<file path="src/rtl/sprite_fetch_sequencer_if.sv">
// Bus bundle between the sprite fetch sequencer and the slot store, OAM, VRAM and pixel shifter.
// The master modport is the sequencer side; the slave modport is the surrounding PPU.
interface sprite_fetch_sequencer_if #(
  parameter int N_SLOTS = 10,
  parameter int IDX_W   = 6,
  parameter int ROW_W   = 4
);
  logic [N_SLOTS-1:0]       match;
  logic [N_SLOTS*IDX_W-1:0] slot_idx;
  logic [N_SLOTS*ROW_W-1:0] slot_row;
  logic                     oam_rd;
  logic [7:0]               oam_a;
  logic [7:0]               oam_d;
  logic                     vram_rd;
  logic [12:0]              vram_a;
  logic [7:0]               vram_d;
  logic                     stall;
  logic                     spr_load;
  logic [7:0]               spr_lo;
  logic [7:0]               spr_hi;
  logic [7:0]               spr_attr;
  logic [N_SLOTS-1:0]       slot_clr;

  modport master (
    input  match, slot_idx, slot_row, oam_d, vram_d,
    output oam_rd, oam_a, vram_rd, vram_a, stall, spr_load, spr_lo, spr_hi, spr_attr, slot_clr
  );

  modport slave (
    output match, slot_idx, slot_row, oam_d, vram_d,
    input  oam_rd, oam_a, vram_rd, vram_a, stall, spr_load, spr_lo, spr_hi, spr_attr, slot_clr
  );
endinterface

</file>
<file path="src/rtl/sprite_fetch_sequencer.sv">
// Services X-matched sprite slots lowest-first: reads tile/attr from OAM, two pattern bytes from VRAM.
// Optional macro SPRITE_XFLIP_EN: bit-reverse pattern bytes here when attr[5] is set.
module sprite_fetch_sequencer #(
  parameter int N_SLOTS = 10,
  parameter int IDX_W   = 6,
  parameter int ROW_W   = 4
) (
  input  logic clk,
  input  logic nreset,
  input  logic i_spr_en,
  input  logic i_tall,
  input  logic i_bg_ready,
  input  logic i_line_end,
  sprite_fetch_sequencer_if.master bus
);

  localparam int SEL_W = $clog2(N_SLOTS);

  typedef enum logic [2:0] {S_IDLE, S_T0, S_T1, S_T2, S_T3, S_T4, S_T5, S_LD} state_t;

  state_t             r_state;
  state_t             w_next;
  logic [SEL_W-1:0]   r_sel;
  logic [IDX_W-1:0]   r_idx;
  logic [ROW_W-1:0]   r_row;
  logic [7:0]         r_tile;
  logic [7:0]         r_attr;
  logic [7:0]         r_lo;
  logic [7:0]         r_hi;
  logic [7:0]         r_out_lo;
  logic [7:0]         r_out_hi;
  logic [7:0]         r_out_attr;
  logic [SEL_W-1:0]   w_low;
  logic               w_any;
  logic               w_start;
  logic [3:0]         w_r;
  logic [7:0]         w_t;
  logic [11:0]        w_pat;
  logic [7:0]         w_lo_fmt;
  logic [7:0]         w_hi_fmt;

  // Priority encoder: scanning downward leaves the lowest set slot in w_low.
  always_comb begin
    w_low = '0;
    for (int k = N_SLOTS - 1; k >= 0; k--) begin
      if (bus.match[k]) w_low = SEL_W'(k);
    end
  end

  assign w_any   = |bus.match;
  assign w_start = (r_state == S_IDLE) & i_spr_en & w_any & i_bg_ready & ~i_line_end;

  assign w_r   = 4'(r_row) ^ (r_attr[6] ? (i_tall ? 4'hF : 4'h7) : 4'h0);
  assign w_t   = i_tall ? {r_tile[7:1], w_r[3]} : r_tile;
  assign w_pat = {1'b0, w_t, w_r[2:0]};

`ifdef SPRITE_XFLIP_EN
  function automatic logic [7:0] f_rev(input logic [7:0] d);
    logic [7:0] v;
    for (int b = 0; b < 8; b++) v[b] = d[7-b];
    return v;
  endfunction

  assign w_lo_fmt = r_attr[5] ? f_rev(r_lo) : r_lo;
  assign w_hi_fmt = r_attr[5] ? f_rev(r_hi) : r_hi;
`else
  assign w_lo_fmt = r_lo;
  assign w_hi_fmt = r_hi;
`endif

  always_ff @(posedge clk or negedge nreset) begin
    if (!nreset) r_state <= S_IDLE;
    else         r_state <= w_next;
  end

  always_comb begin
    w_next = r_state;
    if (i_line_end) begin
      w_next = S_IDLE;
    end else begin
      case (r_state)
        S_IDLE:  if (w_start) w_next = S_T0;
        S_T0:    w_next = S_T1;
        S_T1:    w_next = S_T2;
        S_T2:    w_next = S_T3;
        S_T3:    w_next = S_T4;
        S_T4:    w_next = S_T5;
        S_T5:    w_next = S_LD;
        S_LD:    w_next = S_IDLE;
        default: w_next = S_IDLE;
      endcase
    end
  end

  // Working registers; the visible spr_* copies only update on a completed (non-aborted) LD.
  always_ff @(posedge clk or negedge nreset) begin
    if (!nreset) begin
      r_sel      <= '0;
      r_idx      <= '0;
      r_row      <= '0;
      r_tile     <= '0;
      r_attr     <= '0;
      r_lo       <= '0;
      r_hi       <= '0;
      r_out_lo   <= '0;
      r_out_hi   <= '0;
      r_out_attr <= '0;
    end else begin
      if (w_start) begin
        r_sel <= w_low;
        r_idx <= bus.slot_idx[w_low*IDX_W +: IDX_W];
        r_row <= bus.slot_row[w_low*ROW_W +: ROW_W];
      end
      if (!i_line_end) begin
        case (r_state)
          S_T1: r_tile <= bus.oam_d;
          S_T2: r_attr <= bus.oam_d;
          S_T4: r_lo   <= bus.vram_d;
          S_T5: r_hi   <= bus.vram_d;
          S_LD: begin
            r_out_lo   <= w_lo_fmt;
            r_out_hi   <= w_hi_fmt;
            r_out_attr <= r_attr;
          end
          default: ;
        endcase
      end
    end
  end

  always_comb begin
    bus.stall    = (i_spr_en & w_any) | (r_state != S_IDLE);
    bus.oam_rd   = 1'b0;
    bus.oam_a    = '0;
    bus.vram_rd  = 1'b0;
    bus.vram_a   = '0;
    bus.spr_load = 1'b0;
    bus.slot_clr = '0;
    bus.spr_lo   = r_out_lo;
    bus.spr_hi   = r_out_hi;
    bus.spr_attr = r_out_attr;
    if (!i_line_end) begin
      case (r_state)
        S_T0: begin
          bus.oam_rd = 1'b1;
          bus.oam_a  = {r_idx, 2'b10};
        end
        S_T1: begin
          bus.oam_rd = 1'b1;
          bus.oam_a  = {r_idx, 2'b11};
        end
        S_T3: begin
          bus.vram_rd = 1'b1;
          bus.vram_a  = {w_pat, 1'b0};
        end
        S_T4: begin
          bus.vram_rd = 1'b1;
          bus.vram_a  = {w_pat, 1'b1};
        end
        S_LD: begin
          bus.spr_load = 1'b1;
          bus.slot_clr = N_SLOTS'(1) << r_sel;
          bus.spr_lo   = w_lo_fmt;
          bus.spr_hi   = w_hi_fmt;
          bus.spr_attr = r_attr;
        end
        default: ;
      endcase
    end
  end

endmodule

</file>
<file path="src/flat_wrapper.sv">
// flat-port wrapper written by rule: the top's interface ports become plain ports
module sprite_fetch_sequencer_flat 
#(
  parameter int N_SLOTS = 10,
  parameter int IDX_W   = 6,
  parameter int ROW_W   = 4
)
  (clk, nreset, i_spr_en, i_tall, i_bg_ready, i_line_end, bus_match, bus_slot_idx, bus_slot_row, bus_oam_d, bus_vram_d, bus_oam_rd, bus_oam_a, bus_vram_rd, bus_vram_a, bus_stall, bus_spr_load, bus_spr_lo, bus_spr_hi, bus_spr_attr, bus_slot_clr);
  sprite_fetch_sequencer_if #(.N_SLOTS(N_SLOTS), .IDX_W(IDX_W), .ROW_W(ROW_W)) bus_i ();
  input  logic clk;
  input  logic nreset;
  input  logic i_spr_en;
  input  logic i_tall;
  input  logic i_bg_ready;
  input  logic i_line_end;
  input wire logic [$bits(bus_i.match)-1:0] bus_match;
  input wire logic [$bits(bus_i.slot_idx)-1:0] bus_slot_idx;
  input wire logic [$bits(bus_i.slot_row)-1:0] bus_slot_row;
  input wire logic [$bits(bus_i.oam_d)-1:0] bus_oam_d;
  input wire logic [$bits(bus_i.vram_d)-1:0] bus_vram_d;
  output wire logic [$bits(bus_i.oam_rd)-1:0] bus_oam_rd;
  output wire logic [$bits(bus_i.oam_a)-1:0] bus_oam_a;
  output wire logic [$bits(bus_i.vram_rd)-1:0] bus_vram_rd;
  output wire logic [$bits(bus_i.vram_a)-1:0] bus_vram_a;
  output wire logic [$bits(bus_i.stall)-1:0] bus_stall;
  output wire logic [$bits(bus_i.spr_load)-1:0] bus_spr_load;
  output wire logic [$bits(bus_i.spr_lo)-1:0] bus_spr_lo;
  output wire logic [$bits(bus_i.spr_hi)-1:0] bus_spr_hi;
  output wire logic [$bits(bus_i.spr_attr)-1:0] bus_spr_attr;
  output wire logic [$bits(bus_i.slot_clr)-1:0] bus_slot_clr;
  assign bus_i.match = bus_match;
  assign bus_i.slot_idx = bus_slot_idx;
  assign bus_i.slot_row = bus_slot_row;
  assign bus_i.oam_d = bus_oam_d;
  assign bus_i.vram_d = bus_vram_d;
  assign bus_oam_rd = bus_i.oam_rd;
  assign bus_oam_a = bus_i.oam_a;
  assign bus_vram_rd = bus_i.vram_rd;
  assign bus_vram_a = bus_i.vram_a;
  assign bus_stall = bus_i.stall;
  assign bus_spr_load = bus_i.spr_load;
  assign bus_spr_lo = bus_i.spr_lo;
  assign bus_spr_hi = bus_i.spr_hi;
  assign bus_spr_attr = bus_i.spr_attr;
  assign bus_slot_clr = bus_i.slot_clr;
  sprite_fetch_sequencer #(.N_SLOTS(N_SLOTS), .IDX_W(IDX_W), .ROW_W(ROW_W)) u_core (.clk(clk), .nreset(nreset), .i_spr_en(i_spr_en), .i_tall(i_tall), .i_bg_ready(i_bg_ready), .i_line_end(i_line_end), .bus(bus_i));
endmodule
</file>
<file path="config.mk">
export PLATFORM = sky130hd
export DESIGN_NAME = sprite_fetch_sequencer_flat
export DESIGN_NICKNAME = d
export VERILOG_FILES = /design/src/rtl/sprite_fetch_sequencer_if.sv /design/src/rtl/sprite_fetch_sequencer.sv /design/src/flat_wrapper.sv
export SDC_FILE = /design/constraint.sdc
export NUM_CORES = 1
export LEC_CHECK = 0
export ABC_AREA = 1
export CORE_ASPECT_RATIO = 2
export CORE_MARGIN = 2
export CORE_UTILIZATION = 43
export CTS_BUF_LIST = sky130_fd_sc_hd__clkbuf_16
export DETAILED_ROUTE_END_ITERATION = 10
export GPL_TIMING_DRIVEN = 1
export MAX_ROUTING_LAYER = met4
export PLACE_DENSITY = 0.82
export SYNTH_ARGS = -nofsm -noshare
export SYNTH_HDL_FRONTEND = slang
export SYNTH_SLANG_ARGS = --single-unit
</file>
<file path="constraint.sdc">
create_clock -name clk -period 1.65 [get_ports clk]
set_input_delay 0.165 -clock clk [delete_from_list [all_inputs] [get_ports clk]]
set_output_delay 0.165 -clock clk [all_outputs]
set_load 0.02 [all_outputs]
</file>
==> metrics.log <==
INFO  metric power.ir.vdd_worst = between 700 and 800 uV
INFO  metric worst_setup_path_type = reg -> out
INFO  metric post-route-min-period = between 1.5 and 2 ns
INFO  metric synth-compound-area-share = 0.0765
INFO  metric worst_ep_required_time = 1.48 ns
INFO  metric path_max_fanout = 5
INFO  metric finalSetupViolations = 61
INFO  metric layout-drive-gt1-share = 0.363
INFO  metric worstSkewPairLatency = 0.33 ns
INFO  metric postSynthNetCount = about 790
INFO  metric fill_cells = around 620
INFO  metric routed_via_density = approximately 5.3
INFO  metric largest_family_of_logic_cells_by_synthesized_area = simple AND/OR/NAND/NOR gates
INFO  metric timing.hold.worst.class = in -> reg
INFO  metric grt_start_max_net_pins = 43
INFO  metric worst_setup_hold_path_clk_slew = 0.06 ns
INFO  metric drt_drc_violations_left = 0
INFO  metric postSynthCellCount = 660
INFO  metric grt_pass1_wl = between 20,000 and 30,000 um
INFO  metric synth.mux.area_fraction = 0.0174
INFO  metric gpl.final_weighted_congestion = ~0.94
INFO  metric die_height = 149 um
INFO  metric global_router_s_overall_resource_usage = 0.312
INFO  metric cts_tree = built
INFO  metric synth_top_flop_cell = sky130_fd_sc_hd__dfrtp_1
INFO  metric standard_cell_rows = 53
INFO  metric synth-adder-area-share = 0
INFO  metric timing.max_slew.rel_slack = 0.657
INFO  metric htree_levels = 3
INFO  metric synth.top_cell.area_share = 0.403
INFO  metric start_util = 0.435
INFO  metric via_count = around 5,700
INFO  metric synth_area_per_cell = 6.87 um2
INFO  metric most_repeated_cell_in_the_gate_level_netlist_after_synthesis = sky130_fd_sc_hd__nand2_1
INFO  metric fp.coreArea = roughly 10,000 um2
INFO  metric detailed_placement_wirelength_estimate = approximately 12,000 um
INFO  metric ys_seq_area_frac = 0.403
INFO  metric timing.final.hold_violations = 0
INFO  metric clk_path_buf_depth = 2
INFO  metric p_leak = about 0.0044 uW
INFO  metric timing.final.crit_share = 1.20
INFO  metric ys_seq_elements = 73
INFO  metric root_driver = sky130_fd_sc_hd__clkbuf_16
INFO  metric maxSlewViolCount = 0
INFO  metric dieWidth = 76.6 um
INFO  metric ant_nets = 0
INFO  metric synth-warning-count = 0
INFO  metric yosysTopAreaCell = sky130_fd_sc_hd__dfrtp_1
INFO  metric tightest_slew = 0.515 ns
INFO  metric postRouteWirelength = between 15,000 and 20,000 um
INFO  metric grt_overflow_total = 0
INFO  metric critical_path.startpoint_type = flip-flop
INFO  metric synthXorXnorAreaFrac = 0.00773
INFO  metric antennaDiodeCount = 0
INFO  metric postSynth.asyncResetShare = 1.00
INFO  metric synth-simple-area-share = 0.340
INFO  metric ioPinCount = between 150 and 200
INFO  metric drt_iter0_markers = between 300 and 400
INFO  metric antenna_found_initial = 0
INFO  metric detailedPlace.worstSlack = -0.673 ns
INFO  metric final.setup.tns = -12.13 ns
INFO  metric power.density_cell_area = approximately 960 nW/um2
INFO  metric synth-edff-count = 0
INFO  metric layout.nets = between 1,000 and 1,500
INFO  metric violations = negative setup slack
INFO  metric fin_ws = -0.327 ns
INFO  metric post_synthesis_instance_area = between 4000 and 5000 um2
INFO  metric timing.clock.skew = between 0.006 and 0.007 ns
INFO  metric cap_viol_max_count = 0
INFO  metric avgRoutedWirePerCell = 17.9 um
INFO  metric layout-area-overhead-vs-synth = 87.0%
INFO  metric fp.dieArea = 11,400 um2
INFO  metric result_of_the_run = finished, violations left
INFO  metric max_freq = ~510 MHz
INFO  metric number_of_detailed_routing_iterations_run_before_antenna_repair = 7
INFO  metric synth_area_leaders = sky130_fd_sc_hd__dfrtp_1 40%, sky130_fd_sc_hd__nand2_1 12%, sky130_fd_sc_hd__nand3_1 11%, sky130_fd_sc_hd__inv_1 11%, sky130_fd_sc_hd__o21ai_0 5.6%
INFO  metric endpoint_kind = output port
INFO  metric yosys-top-cells-count = 147 x sky130_fd_sc_hd__nand2_1, 128 x sky130_fd_sc_hd__inv_1, 104 x sky130_fd_sc_hd__nand3_1
INFO  metric cts-buffers-inserted = 9
INFO  metric tritoncts_num_sinks = between 70 and 80
INFO  metric design_power_total = slightly above 8000 uW
INFO  metric synth.lib_cells_used.distinct = 31
INFO  metric worst_ep_arrival_time = 1.81 ns
INFO  metric via_count_of_the_first_global_routing_pass = 5,640
INFO  metric buffer_ports.inserted = 189
INFO  metric setup_repair_after_global_routing_missed_its_margin = true
==> area by class of cell <==
class,count,area (um2),share of cell area
Timing Repair Buffer,287,2990,0.352
Timing Repair inverter,3,32.5,0.00384
Sequential cell,73,1830,0.216
Clock inverter,6,133,0.0156
Tap cell,137,171,0.0202
Inverter,138,538,0.0635
Clock buffer,9,225,0.0266
Multi-Input combinational cell,418,2560,0.302
==> cell families after synthesis <==
group                  Yosys count
AO/OA/AOI/OAI                   65
XOR/XNOR                         4
buffers and inverters          170
flip-flops                      73
multiplexers                     7
other                            1
AND/OR/NAND/NOR                340
==> metal layers <==
| metal | routed length [um] | global-route usage |
|---|---|---|
| met1 | 6110 | 0.292 |
| met2 | 10500 | 0.579 |
| met3 | 1030 | 0.0412 |
| met4 | 1540 | 0.216 |
| met5 | 0 | - |
==> critical path, cell delays in order, from the launching register on <==
cell                      delay, ns
sky130_fd_sc_hd__dfrtp_1       0.38
sky130_fd_sc_hd__inv_2         0.07
sky130_fd_sc_hd__nor2_4        0.15
sky130_fd_sc_hd__inv_4         0.07
sky130_fd_sc_hd__nor2_4        0.17
sky130_fd_sc_hd__buf_6         0.17
sky130_fd_sc_hd__nand3_4       0.10
sky130_fd_sc_hd__nor3_2        0.19
sky130_fd_sc_hd__buf_4         0.17
==> path summary, 6_finish.rpt <==
check | start | end | slack, ns | depth (start not counted)
setup / recovery | u_core.r_state[2] | bus_slot_clr[6] | -0.33 | 8
hold / removal | i_line_end | u_core.r_state[0] | 0.31 | 3
setup reg to reg | u_core.r_state[1] | u_core.r_lo[2] | -0.11 | 9
hold reg to reg | u_core.r_out_attr[5] | u_core.r_out_attr[5] | 0.48 | 2
max in group asynchronous | nreset | u_core.r_sel[2] | 0.78 | 3
min in group asynchronous | nreset | u_core.r_out_lo[2] | 0.35 | 2
==> power breakdown <==
part / internal, uW / switching, uW / leakage, uW
Sequential: 2360 / 434 / 0.000938
Combinational: 1400 / 1560 / 0.00327
Clock: 1620 / 755 / 0.000177
==> sequential cells by signal, summed over array words and instances (netlist names) <==
signal / flops
u_core.r_attr: 8
u_core.r_hi: 8
u_core.r_idx: 6
u_core.r_lo: 8
u_core.r_out_attr: 8
u_core.r_out_hi: 8
u_core.r_out_lo: 8
u_core.r_row: 4
u_core.r_sel: 4
u_core.r_state: 3
u_core.r_tile: 8
==> placed cells by master (no fill, tap or decap), types with 3 or more instances in the layout <==
cell,Yosys,layout
sky130_fd_sc_hd__a21oi_1,7,4
sky130_fd_sc_hd__a21oi_2,5,8
sky130_fd_sc_hd__buf_12,0,13
sky130_fd_sc_hd__buf_16,0,3
sky130_fd_sc_hd__buf_4,3,76
sky130_fd_sc_hd__buf_6,4,60
sky130_fd_sc_hd__bufinv_16,0,4
sky130_fd_sc_hd__clkbuf_16,0,9
sky130_fd_sc_hd__clkdlybuf4s50_1,0,119
sky130_fd_sc_hd__dfrtp_1,73,72
sky130_fd_sc_hd__dlymetal6s2s_1,0,5
sky130_fd_sc_hd__inv_1,128,122
sky130_fd_sc_hd__inv_2,9,13
sky130_fd_sc_hd__mux2_2,7,7
sky130_fd_sc_hd__nand2_1,147,99
sky130_fd_sc_hd__nand2_2,15,53
sky130_fd_sc_hd__nand2_4,2,11
sky130_fd_sc_hd__nand3_1,104,82
sky130_fd_sc_hd__nand3_2,0,20
sky130_fd_sc_hd__nand3b_1,11,11
sky130_fd_sc_hd__nor2_1,45,18
sky130_fd_sc_hd__nor2_2,2,8
sky130_fd_sc_hd__nor2_4,0,21
sky130_fd_sc_hd__nor3_2,2,4
sky130_fd_sc_hd__o21ai_0,51,39
sky130_fd_sc_hd__o21ai_1,1,10
sky130_fd_sc_hd__o21ai_2,0,3
sky130_fd_sc_hd__or2_2,3,3
sky130_fd_sc_hd__xnor2_1,4,4
==> per-stage QoR <==
stage                util  hold WS (ns)  instance area [um2]  cells
floorplan               -        -0.131                 4570    660
global placement    0.669         0.159                 6970   1006
detailed placement  0.669         0.166                 6970   1006
CTS                 0.754         0.359                 7850   1052
global route        0.814         0.328                 8480   1071
finish              0.814         0.313                 8480   1071
==> timing repair <==
| item | 4_1_cts | 5_1_grt |
|---|---|---|
| setup buffers | 21 | 21 |
| pin swaps | 21 | 34 |
| hold buffers | 1 | 0 |
| setup endpoints to repair | 68 | 86 |
| gates resized for setup | 377 | 173 |
| gates cloned | 9 | 3 |
| hold endpoints to repair | 35 | 0 |
No activity file was read; power rests on OpenSTA's default activity.
